--- config.mk ---
export PLATFORM = sky130hd
export DESIGN_NAME = audio_sample_scheduler_flat
export DESIGN_NICKNAME = d
export VERILOG_FILES = /design/src/rtl/audio_sample_scheduler_if.sv /design/src/rtl/audio_sample_scheduler.sv /design/src/flat_wrapper.sv
export SDC_FILE = /design/constraint.sdc
export NUM_CORES = 1
export LEC_CHECK = 0
export CAP_MARGIN = 40
export CORE_MARGIN = 5
export CORE_UTILIZATION = 38
export CTS_CLUSTER_DIAMETER = 80
export DETAILED_ROUTE_END_ITERATION = 8
export GPL_ROUTABILITY_DRIVEN = 0
export PLACE_DENSITY = 0.84
export SLEW_MARGIN = 20
export SYNTH_ARGS = -nofsm -noshare
export SYNTH_HDL_FRONTEND = slang
export SYNTH_SLANG_ARGS = --single-unit
--- constraint.sdc ---
create_clock -name clk -period 2.62 [get_ports clk]
set_input_delay 0.524 -clock clk [delete_from_list [all_inputs] [get_ports clk]]
set_output_delay 0.524 -clock clk [all_outputs]
set_load 0.02 [all_outputs]
--- src/rtl/audio_sample_scheduler_if.sv ---
// Bundle of source-side and audio-output-side signals for the sample scheduler.
// The master modport is the scheduler; the slave modport is the sources plus the audio output.
interface audio_sample_scheduler_if #(
    parameter int unsigned NUM_SRC = 4,
    parameter int unsigned SRC_W   = 2
) ();
    logic                    enable;
    logic [NUM_SRC-1:0]      src_valid;
    logic [32*NUM_SRC-1:0]   src_data;
    logic [NUM_SRC-1:0]      mute_mask;
    logic [NUM_SRC-1:0]      src_ready;
    logic [31:0]             out_data;
    logic                    out_valid_toggle;
    logic                    out_full;
    logic [SRC_W-1:0]        grant_id;
    logic [31:0]             sample_count;

    modport master (
        input  enable, src_valid, src_data, mute_mask, out_full,
        output src_ready, out_data, out_valid_toggle, grant_id, sample_count
    );

    modport slave (
        output enable, src_valid, src_data, mute_mask, out_full,
        input  src_ready, out_data, out_valid_toggle, grant_id, sample_count
    );
endinterface

--- src/rtl/audio_sample_scheduler.sv ---
// Round-robin scheduler that moves one PCM sample at a time from NUM_SRC sources to an
// audio output signalled by a valid toggle, with a fixed HOLD gap after each toggle.
module audio_sample_scheduler #(
    parameter int unsigned NUM_SRC = 4,
    parameter int unsigned GAP     = 4,
    parameter int unsigned SRC_W   = 2
) (
    input logic                    clk,
    input logic                    reset,
    audio_sample_scheduler_if.master bus
);

    typedef enum logic [1:0] {StIdle, StIssue, StHold} state_e;

    state_e             state_q;
    logic [SRC_W-1:0]   ptr_q;
    logic [SRC_W-1:0]   grant_q;
    logic [NUM_SRC-1:0] ready_q;
    logic [31:0]        data_q;
    logic [31:0]        count_q;
    logic               toggle_q;
    logic [3:0]         hold_q;

    logic [SRC_W-1:0]   win;
    logic [SRC_W-1:0]   idx;
    logic               win_found;
    logic               grant_ok;

    // First valid source at or after the pointer, wrapping modulo NUM_SRC.
    always_comb begin
        win       = '0;
        idx       = '0;
        win_found = 1'b0;
        for (int unsigned k = 0; k < NUM_SRC; k++) begin
            idx = SRC_W'((32'(ptr_q) + k) % NUM_SRC);
            if (!win_found && bus.src_valid[idx]) begin
                win_found = 1'b1;
                win       = idx;
            end
        end
    end

    assign grant_ok = bus.enable && !bus.out_full && win_found;

    always_ff @(posedge clk or posedge reset) begin
        if (reset) begin
            state_q  <= StIdle;
            ptr_q    <= '0;
            grant_q  <= '0;
            ready_q  <= '0;
            data_q   <= '0;
            count_q  <= '0;
            toggle_q <= 1'b0;
            hold_q   <= '0;
        end else begin
            unique case (state_q)
                StIdle: begin
                    if (grant_ok) begin
                        data_q  <= bus.mute_mask[win] ? 32'h8000_8000
                                                      : bus.src_data[32*win +: 32];
                        ready_q <= NUM_SRC'(1) << win;
                        grant_q <= win;
                        ptr_q   <= SRC_W'((32'(win) + 1) % NUM_SRC);
                        state_q <= StIssue;
                    end
                end
                StIssue: begin
                    ready_q  <= '0;
                    toggle_q <= ~toggle_q;
                    count_q  <= count_q + 32'd1;
                    hold_q   <= 4'(GAP - 1);
                    state_q  <= StHold;
                end
                StHold: begin
                    // Gap lets the output see the toggle and settle its full flag.
                    if (hold_q == 4'd0) begin
                        state_q <= StIdle;
                    end else begin
                        hold_q <= hold_q - 4'd1;
                    end
                end
                default: state_q <= StIdle;
            endcase
        end
    end

    assign bus.src_ready        = ready_q;
    assign bus.out_data         = data_q;
    assign bus.out_valid_toggle = toggle_q;
    assign bus.grant_id         = grant_q;
    assign bus.sample_count     = count_q;

endmodule
--- src/flat_wrapper.sv ---
// flat-port wrapper written by rule: the top's interface ports become plain ports
module audio_sample_scheduler_flat 
#(
    parameter int unsigned NUM_SRC = 4,
    parameter int unsigned GAP     = 4,
    parameter int unsigned SRC_W   = 2
)
  (clk, reset, bus_enable, bus_src_valid, bus_src_data, bus_mute_mask, bus_out_full, bus_src_ready, bus_out_data, bus_out_valid_toggle, bus_grant_id, bus_sample_count);
  audio_sample_scheduler_if #(.NUM_SRC(NUM_SRC), .SRC_W(SRC_W)) bus_i ();
  input logic clk;
  input logic reset;
  input wire logic [$bits(bus_i.enable)-1:0] bus_enable;
  input wire logic [$bits(bus_i.src_valid)-1:0] bus_src_valid;
  input wire logic [$bits(bus_i.src_data)-1:0] bus_src_data;
  input wire logic [$bits(bus_i.mute_mask)-1:0] bus_mute_mask;
  input wire logic [$bits(bus_i.out_full)-1:0] bus_out_full;
  output wire logic [$bits(bus_i.src_ready)-1:0] bus_src_ready;
  output wire logic [$bits(bus_i.out_data)-1:0] bus_out_data;
  output wire logic [$bits(bus_i.out_valid_toggle)-1:0] bus_out_valid_toggle;
  output wire logic [$bits(bus_i.grant_id)-1:0] bus_grant_id;
  output wire logic [$bits(bus_i.sample_count)-1:0] bus_sample_count;
  assign bus_i.enable = bus_enable;
  assign bus_i.src_valid = bus_src_valid;
  assign bus_i.src_data = bus_src_data;
  assign bus_i.mute_mask = bus_mute_mask;
  assign bus_i.out_full = bus_out_full;
  assign bus_src_ready = bus_i.src_ready;
  assign bus_out_data = bus_i.out_data;
  assign bus_out_valid_toggle = bus_i.out_valid_toggle;
  assign bus_grant_id = bus_i.grant_id;
  assign bus_sample_count = bus_i.sample_count;
  audio_sample_scheduler #(.NUM_SRC(NUM_SRC), .GAP(GAP), .SRC_W(SRC_W)) u_core (.clk(clk), .reset(reset), .bus(bus_i));
endmodule
Word-level counts from Yosys, hierarchy flattened:

Index checks and enable logic that the tools add are counted.

* muxes and demuxes: 26
* $lt $le $gt $ge: 5
* add/sub/neg operators: 6
* reduce and logical (&&, ||, !) cells: 17
* eq/ne operators: 5
* bitwise gates (word level): 1
* shifts and indexed selects: 2

Operators with widths (number)
* $shiftx 128x8->32: 1
* $add 32x1->32 const B: 1
* $mux 32: 1
* $pmux 4 s2: 2
* $lt 2x3->1 const B: 5
* $mux 2: 6
* $bmux 1 s2: 5
* $mux 1: 9
* $mux 4: 2
* $reduce_and 2->1: 4
* $pmux 2 s3: 1
* $logic_and 1x1->1: 5
* $add 2x1->2 const B: 2
* $add 2x2->2 const B: 2
* $logic_not 1->1: 4
* $logic_not 4->1: 1
* $ne 2x1->1 const B: 2
* $reduce_bool 2->1: 2
* $shl 1x2->4 const A: 1
* $sub 4x1->4 const B: 1
* $eq 2x1->1 const B: 1
* $eq 2x2->1 const B: 1
* $logic_not 2->1: 1
* $ne 2x2->1 const B: 1
* $not 1->1: 1

* flip-flop bits (word level): 79

Depth between registers and ports, before layout:

Gate-level depths: netlist of run 1.

* depth in word-level cells: 15
* depth in mapped cells: 10

Worst setup path after synthesis of run 1:

Ideal clock, no wire load.

* path type: input to register
* start: input bus_src_valid[2]
* end: register u_core.ptr_q[1]
* cell stages on the path: 9
* data arrival time: 1895 ps
* slack: 608 ps
* path buffers: 3
* setup time: 117 ps
* cells stage by stage: nor2b_1 -> a221o_1 -> and2_1 -> buf_6 -> buf_6 -> buf_6 -> ha_1 -> nand2_1 -> nand2_1

RTL lines
* start: declaration: RTL line flat_wrapper.sv:13 `input wire logic [$bits(bus_i.src_valid)-1:0] bus_src_valid;`
* $bmux 1 s2: RTL line audio_sample_scheduler.sv:36 `if (!win_found && bus.src_valid[idx]) begin`
* $mux 1 (implied by the code): RTL line audio_sample_scheduler.sv:36
* $mux 1: RTL line audio_sample_scheduler.sv:36
* $logic_not 1->1: RTL line audio_sample_scheduler.sv:36
* $logic_and 1x1->1: RTL line audio_sample_scheduler.sv:36
* $mux 1: RTL line audio_sample_scheduler.sv:36
* $logic_not 1->1: RTL line audio_sample_scheduler.sv:36
* $logic_and 1x1->1: RTL line audio_sample_scheduler.sv:36
* $mux 1: RTL line audio_sample_scheduler.sv:36
* $logic_not 1->1: RTL line audio_sample_scheduler.sv:36
* $logic_and 1x1->1: RTL line audio_sample_scheduler.sv:36
* $mux 2 *: RTL line audio_sample_scheduler.sv:36
* named net u_core.win[1]: RTL line audio_sample_scheduler.sv:24 `logic [SRC_W-1:0] win;`
* $add 2x1->2 *: RTL line audio_sample_scheduler.sv:63 `ptr_q <= SRC_W'((32'(win) + 1) % NUM_SRC);`
* end signal: assignment: RTL line audio_sample_scheduler.sv:63
* end: declaration: RTL line audio_sample_scheduler.sv:16 `logic [SRC_W-1:0] ptr_q;`

Mark *: on every way through the listed nets, which the timed path passes. The rest lies on a longest branch. The select of a mux whose other input is x is not followed.
A chain may end at the register's enable or synchronous reset.

Worst setup path in the final report of run 1:

* start: input bus_src_valid[2]
* end: register u_core.data_q[19], in the netlist u_core.bus.out_data[19]

* word-level cells in the longest chain between the ends: 15

Ends and longest elaborated chain
* parallel branches: the longest is 15 deep, another holds $bmux 1 s2
* end signal: assignment: RTL line audio_sample_scheduler.sv:59 `data_q <= bus.mute_mask[win] ? 32'h8000_8000`
* end: declaration: RTL line audio_sample_scheduler.sv:19 `logic [31:0] data_q;`

Parallel ways; which one is timed is not known. The select of a mux whose other input is x is not followed.

==> out/metrics.cfg, run 1 <==
[outcome]
status=completed

[detailed_routing]
drc=0
dr.pass1.iters=5
wl_um=15300
drtIter0Drc=370
vias=4544
vias_per_cell=5.54
wire_per_inst_um=18.6
ant_nets=0

[layout]
drive_gt1_share_pct=6.50
seq_area_sq_um=1980
area_delta_synth_final_pct=57.4
stdcell_count=820
fin_util_pct=61.5
n_fill_cell=953
multi_input_area_sq_um=2310
final_net_count=818
num_antenna_cells=0

[synthesis]
syn_nets=613
synth.top_cells.by_count=dfrtp_1 (79), nand2_1 (61), nand2b_1 (36)
synth_area_per_cell_sq_um=9.64
ys_ff_latch=79
yosysWarnings=0
synth_top_area_share_pct=43.9
async_flop_share_pct=100
ys.flop_type=dfrtp_1
synthesis.area_sq_um=4500
synth.area.top_cells=dfrtp_1 (44%), mux2i_1 (7.1%), o221ai_1 (5.8%)
ys_seq_area_share_pct=43.9
synth_cell_types=45
synth_cells=467
synth-edff-count=0
synth_largest_area_cell=dfrtp_1
yosysMostFrequentCell=dfrtp_1

[clock_network]
htreeDepth=3
clkLatencyLatePin_ns=0.33
clockBufferDepth=2
cts_resized=0
path_clk_slew_ns=0.06
cts_tree=done
clock-sinks=79
cts_buffers=9
ctsRootBufferMaster=clkbuf_16
ctsHoldBuffers=0
post-cts-setup-buffers=0

[die]
core_area_sq_um=11500
ios=211
num_rows=39
die_w_um=119
start_util_pct=39.1
die_area_sq_um=14100
die-height_um=119

[placement]
portBuffers=210
dp.cells=804
place_hpwl_um=11600

[timing]
finalHoldViolations=0
max_freq_ghz=0.431
fin_skew_ns=0.00773
whs_ns=0.474
setup_viol=0
fin_crit_sh_pct=88.5
tightest_slew_ns=0.680
relSlewSlack_pct=54.6
slew_violations=0
rsz0062_at_grt=false
min_period_ns=2.32
tns_ns=0

[power]
ir_worst_vdd_mv=0.573
cellPowerDensity_nw_per_um2=771
leakagePower_nw=2.96
total_power_mw=5.46

[worst_setup_path]
worstPathMaxFanout=31
required_ns=2.81
path_class=input port to flop
crit_arrival_ns=2.51
startpoint_type=input port
endpoint_kind=flop

[min_path]
hold_class=flop to flop

[global_route]
track_usage_pct=21.4
overflow=0
grt_pass1_vias=4923
grt_max_degree=44
grt_first_pass_wirelength_um=25000
antenna_found_initial=0

[job]
maxCapViolations=0

==> cell families (layout without fill, tap and decap cells) <==
group                    count (synthesis)  after routing  share of synthesized area (%)
AO/OA/AOI/OAI                          108            108                           16.7
XOR/XNOR                                32             32                           6.23
adder cells (fa/ha/maj)                  6              6                           1.67
buffers and inverters                   45            255                           5.06
flip-flops                              79             79                           43.9
multiplexers                            34             34                           7.62
AND/OR/NAND/NOR                        163            163                           18.8
==> registers in the layout, indices dropped and copies added (netlist names) <==
register / cells
u_core.bus.sample_count: 32
u_core.state_q: 2
u_core.ptr_q: 2
u_core.bus.grant_id: 2
u_core.bus.out_valid_toggle: 1
u_core.hold_q: 4
u_core.bus.out_data: 32
u_core.bus.src_ready: 4
==> critical path, cell delays in order <==
cell,delay [ns]
clkdlybuf4s50_1,0.47
nor2b_1,0.17
a221o_1,0.19
and2_2,0.30
buf_4,0.42
mux2i_1,0.27
o221ai_1,0.15
==> worst paths after layout <==
kind / startpoint / end / slack [ns] / depth (start not counted)
max in group asynchronous: reset / u_core.bus.out_data[26] / 1.36 / 3
min reg2reg: u_core.bus.sample_count[31] / u_core.bus.sample_count[31] / 0.47 / 1
min in group asynchronous: reset / u_core.bus.sample_count[5] / 0.59 / 2
max: bus_src_valid[2] / u_core.bus.out_data[19] / 0.30 / 7
min: u_core.bus.sample_count[31] / u_core.bus.sample_count[31] / 0.47 / 1
max reg2reg: u_core.bus.sample_count[1] / u_core.bus.sample_count[18] / 0.58 / 6
==> final cells by class <==
| class | count | share of cell area (%) |
|---|---|---|
| Inverter | 13 | 0.706 |
| Tap cell | 143 | 2.52 |
| Clock buffer | 12 | 3.48 |
| Sequential cell | 79 | 27.9 |
| Clock inverter | 4 | 0.424 |
| Timing Repair Buffer | 226 | 32.3 |
| Multi-Input combinational cell | 343 | 32.6 |
==> report_power, final <==
part           total, mW  internal, mW  switching, mW
sequential          1.80          1.54          0.258
combinational       2.48          1.20           1.29
clock               1.18         0.672          0.505
==> stage by stage <==
step	worst slack, ns	instance area, sq um
after floorplan	0.0726	4500
after global placement	0.0829	6800
after detailed placement	-0.0325	6810
after CTS	0.321	7090
after global routing	0.185	7090
final	0.301	7090
==> layout by cell type (no fill, tap or decap), drive strengths merged, types with 9 or more instances in the layout <==
master	synthesis	final
dfrtp	79	79
o221ai	30	30
nand3	17	17
a21oi	33	33
clkdlybuf4s50	0	210
buf	13	16
mux2i	32	32
nand2b	36	36
a31oi	30	30
xnor2	26	26
nand2	62	62
nor2	16	16
inv	13	13
nand4	9	9
clkbuf	19	12
==> per-layer routing <==
layer,wire length [um],vias up,GRT usage (%)
met5,0,-,0
li1,-,2097,-
met4,392,0,7.17
met1,6290,2215,26.8
met2,7760,200,37.0
met3,843,32,4.36
No activity file was read; power rests on OpenSTA's default activity.
==> run 2, diff against run 1 <==
Settings changed: CORE_UTILIZATION 38 to 39, CTS_BUF_LIST from default to sky130_fd_sc_hd__clkbuf_4, GPL_TIMING_DRIVEN from default to 1, PLACE_DENSITY 0.84 to 0.86.
==> out/metrics.cfg, run 2 (synthesis results as in run 1) <==
[die]
die-height_um=117  ; -1.2%
start_util_pct=39.6  ; +0.50 points
core_area_sq_um=11400  ; -1.3%
num_rows=39  ; unchanged
ios=211  ; unchanged
die_area_sq_um=13800  ; -2.3%
die_w_um=117  ; -1.2%

[timing]
setup_viol=0  ; unchanged
tightest_slew_ns=0.559  ; -0.121 ns
fin_crit_sh_pct=83.3  ; -5.2 points
rsz0062_at_grt=false
slew_violations=0  ; unchanged
min_period_ns=2.18  ; -0.137 ns
fin_skew_ns=0.0188  ; +0.0111 ns
max_freq_ghz=0.458  ; +6.3%
whs_ns=0.438  ; -0.0358 ns
tns_ns=0  ; unchanged
finalHoldViolations=0  ; unchanged
fin_ws_ns=0.437  ; +0.137 ns
relSlewSlack_pct=62.5  ; +7.8 points

[clock_network]
ctsHoldBuffers=0  ; unchanged
cts_resized=0  ; unchanged
clockBufferDepth=2  ; unchanged
cts_tree=done
clkLatencyLatePin_ns=0.44  ; +0.11 ns
clock-sinks=79  ; unchanged
htreeDepth=3  ; unchanged
ctsRootBufferMaster=clkbuf_4
path_clk_slew_ns=0.13  ; +0.07 ns
post-cts-setup-buffers=0  ; unchanged
cts_buffers=9  ; unchanged

[worst_setup_path]
r2r-end=u_core.bus.out_data[5]
cpLargestDelayFamily=buffers and inverters
worstSetupStartpoint=bus_src_valid[1]
path_class=input port to flop
path_depth=7  ; unchanged
required_ns=2.92  ; +0.11 ns
crit_arrival_ns=2.48  ; -0.03 ns
worstPathMaxFanout=22  ; -29%
cp-endpoint=u_core.bus.out_data[5]
endpoint_kind=flop
r2r_start=u_core.state_q[1]
critPathSlowestCell=clkdlybuf4s50_1
cpPeakStageDelay_ns=0.51  ; +0.04 ns
r2r_slack_ns=0.56  ; -0.02 ns
reg2regPathDepth=7  ; +1
crit_chain=clkdlybuf4s50_1 > nor2b_1 > a221o_1 > and2_4 > buf_4 > mux2i_1 > o221ai_1
startpoint_type=input port
crit_buf_inv=2  ; unchanged

[layout]
area_delta_synth_final_pct=54.1
num_antenna_cells=0  ; unchanged
stdcell_count=821  ; +0.12%
layout_commonest_cell=clkdlybuf4s50_1
final_net_count=819  ; +0.12%
drive_gt1_share_pct=6.78  ; +0.29 points
most-common-layout-cells=clkdlybuf4s50_1 (210), dfrtp_1 (79), nand2_1 (61), nand2b_1 (36), a21oi_1 (33)
fin_util_pct=61.0  ; -0.55 points

[global_route]
track_usage_pct=21.9  ; +0.48 points
overflow=0  ; unchanged
grt_first_pass_wirelength_um=24900  ; -0.39%
grt_max_degree=51  ; +16%
grt_pass1_vias=4709  ; -4.3%
antenna_found_initial=0  ; unchanged

[detailed_routing]
wire_per_inst_um=18.7  ; +0.19%
drtIter0Drc=553  ; +49%
wl_um=15300  ; +0.31%
drc=0  ; unchanged
ant_nets=0  ; unchanged
vias=4464  ; -1.8%
vias_per_cell=5.44  ; -1.9%
dr.pass1.iters=7  ; +2

[outcome]
status=completed

[placement]
portBuffers=210  ; unchanged
place_ws_ns=-0.00274  ; +0.0297 ns
dp.cells=805  ; +0.12%
place_hpwl_um=11800  ; +1.4%

[power]
leakagePower_nw=2.90  ; -2.2%
ir_worst_vdd_mv=0.479  ; -16%
cellPowerDensity_nw_per_um2=716  ; -7.2%

[min_path]
hold_class=input port to asynchronous set/reset pin

[job]
maxCapViolations=0  ; unchanged

[run 2: changes by cell type in the layout (fill, tap and decap cells not counted), moves of 2 or more]
cell | before | now
buf_4 | 10 | 12
clkbuf_4 | 0 | 9
clkbuf_16 | 9 | 0
clkbuf_1 | 2 | 0
[run 2: worst register-to-register path, delay by kind of cell, from the launching register on]
kind | cells | cell delay [ns]
AOI/OAI and AO/OA | 3 | 0.50
buffers and inverters | 3 | 0.61
DFF | 1 | 0.44
and+or+nand+nor | 1 | 0.42
[run 2: area by class of cell]
| type | count | area, sq um |
|---|---|---|
| sequential | 79 | 1980 |
| inverter | 13 | 50.0 |
| clock buffer | 9 | 67.6 |
| timing repair buffer | 227 | 2300 |
| multi-input combinational | 343 | 2310 |
| fill | 939 | 4430 |
| clock inverter | 7 | 47.5 |
| tap | 143 | 179 |
[run 2: per-stage QoR]
step	area, sq um	total power [mW]
after floorplan	4500	3.19
after global placement	6790	4.23
after detailed placement	6820	4.33
after CTS	6940	4.99
after global routing	6940	5.25
final	6940	4.96
[run 2: power by group]
group	switching [mW]	internal (mW)
Clock	0.455	0.197
Combinational	1.31	1.20
Sequential	0.259	1.54
Total	2.02	2.94
[run 2: layer usage]
metal	track usage (%)	wire length, um	part of all wire, %	vias to the layer above
met4	7.18	281	1.8	0
met2	36.4	7620	50	212
li1	-	-	-	2093
met5	0	0	0	-
met1	28.7	6430	42	2136
met3	4.19	996	6.5	23
[run 2: how the worst min path moves through the flow]
stage	endpoint	cells past startpoint
final	u_core.bus.out_data[8]	2
after global routing	u_core.bus.out_data[5]	2
after CTS	u_core.bus.out_data[6]	2
after detailed placement	u_core.bus.out_valid_toggle	1
after global placement	u_core.bus.sample_count[31]	1
after floorplan	u_core.hold_q[3]	2
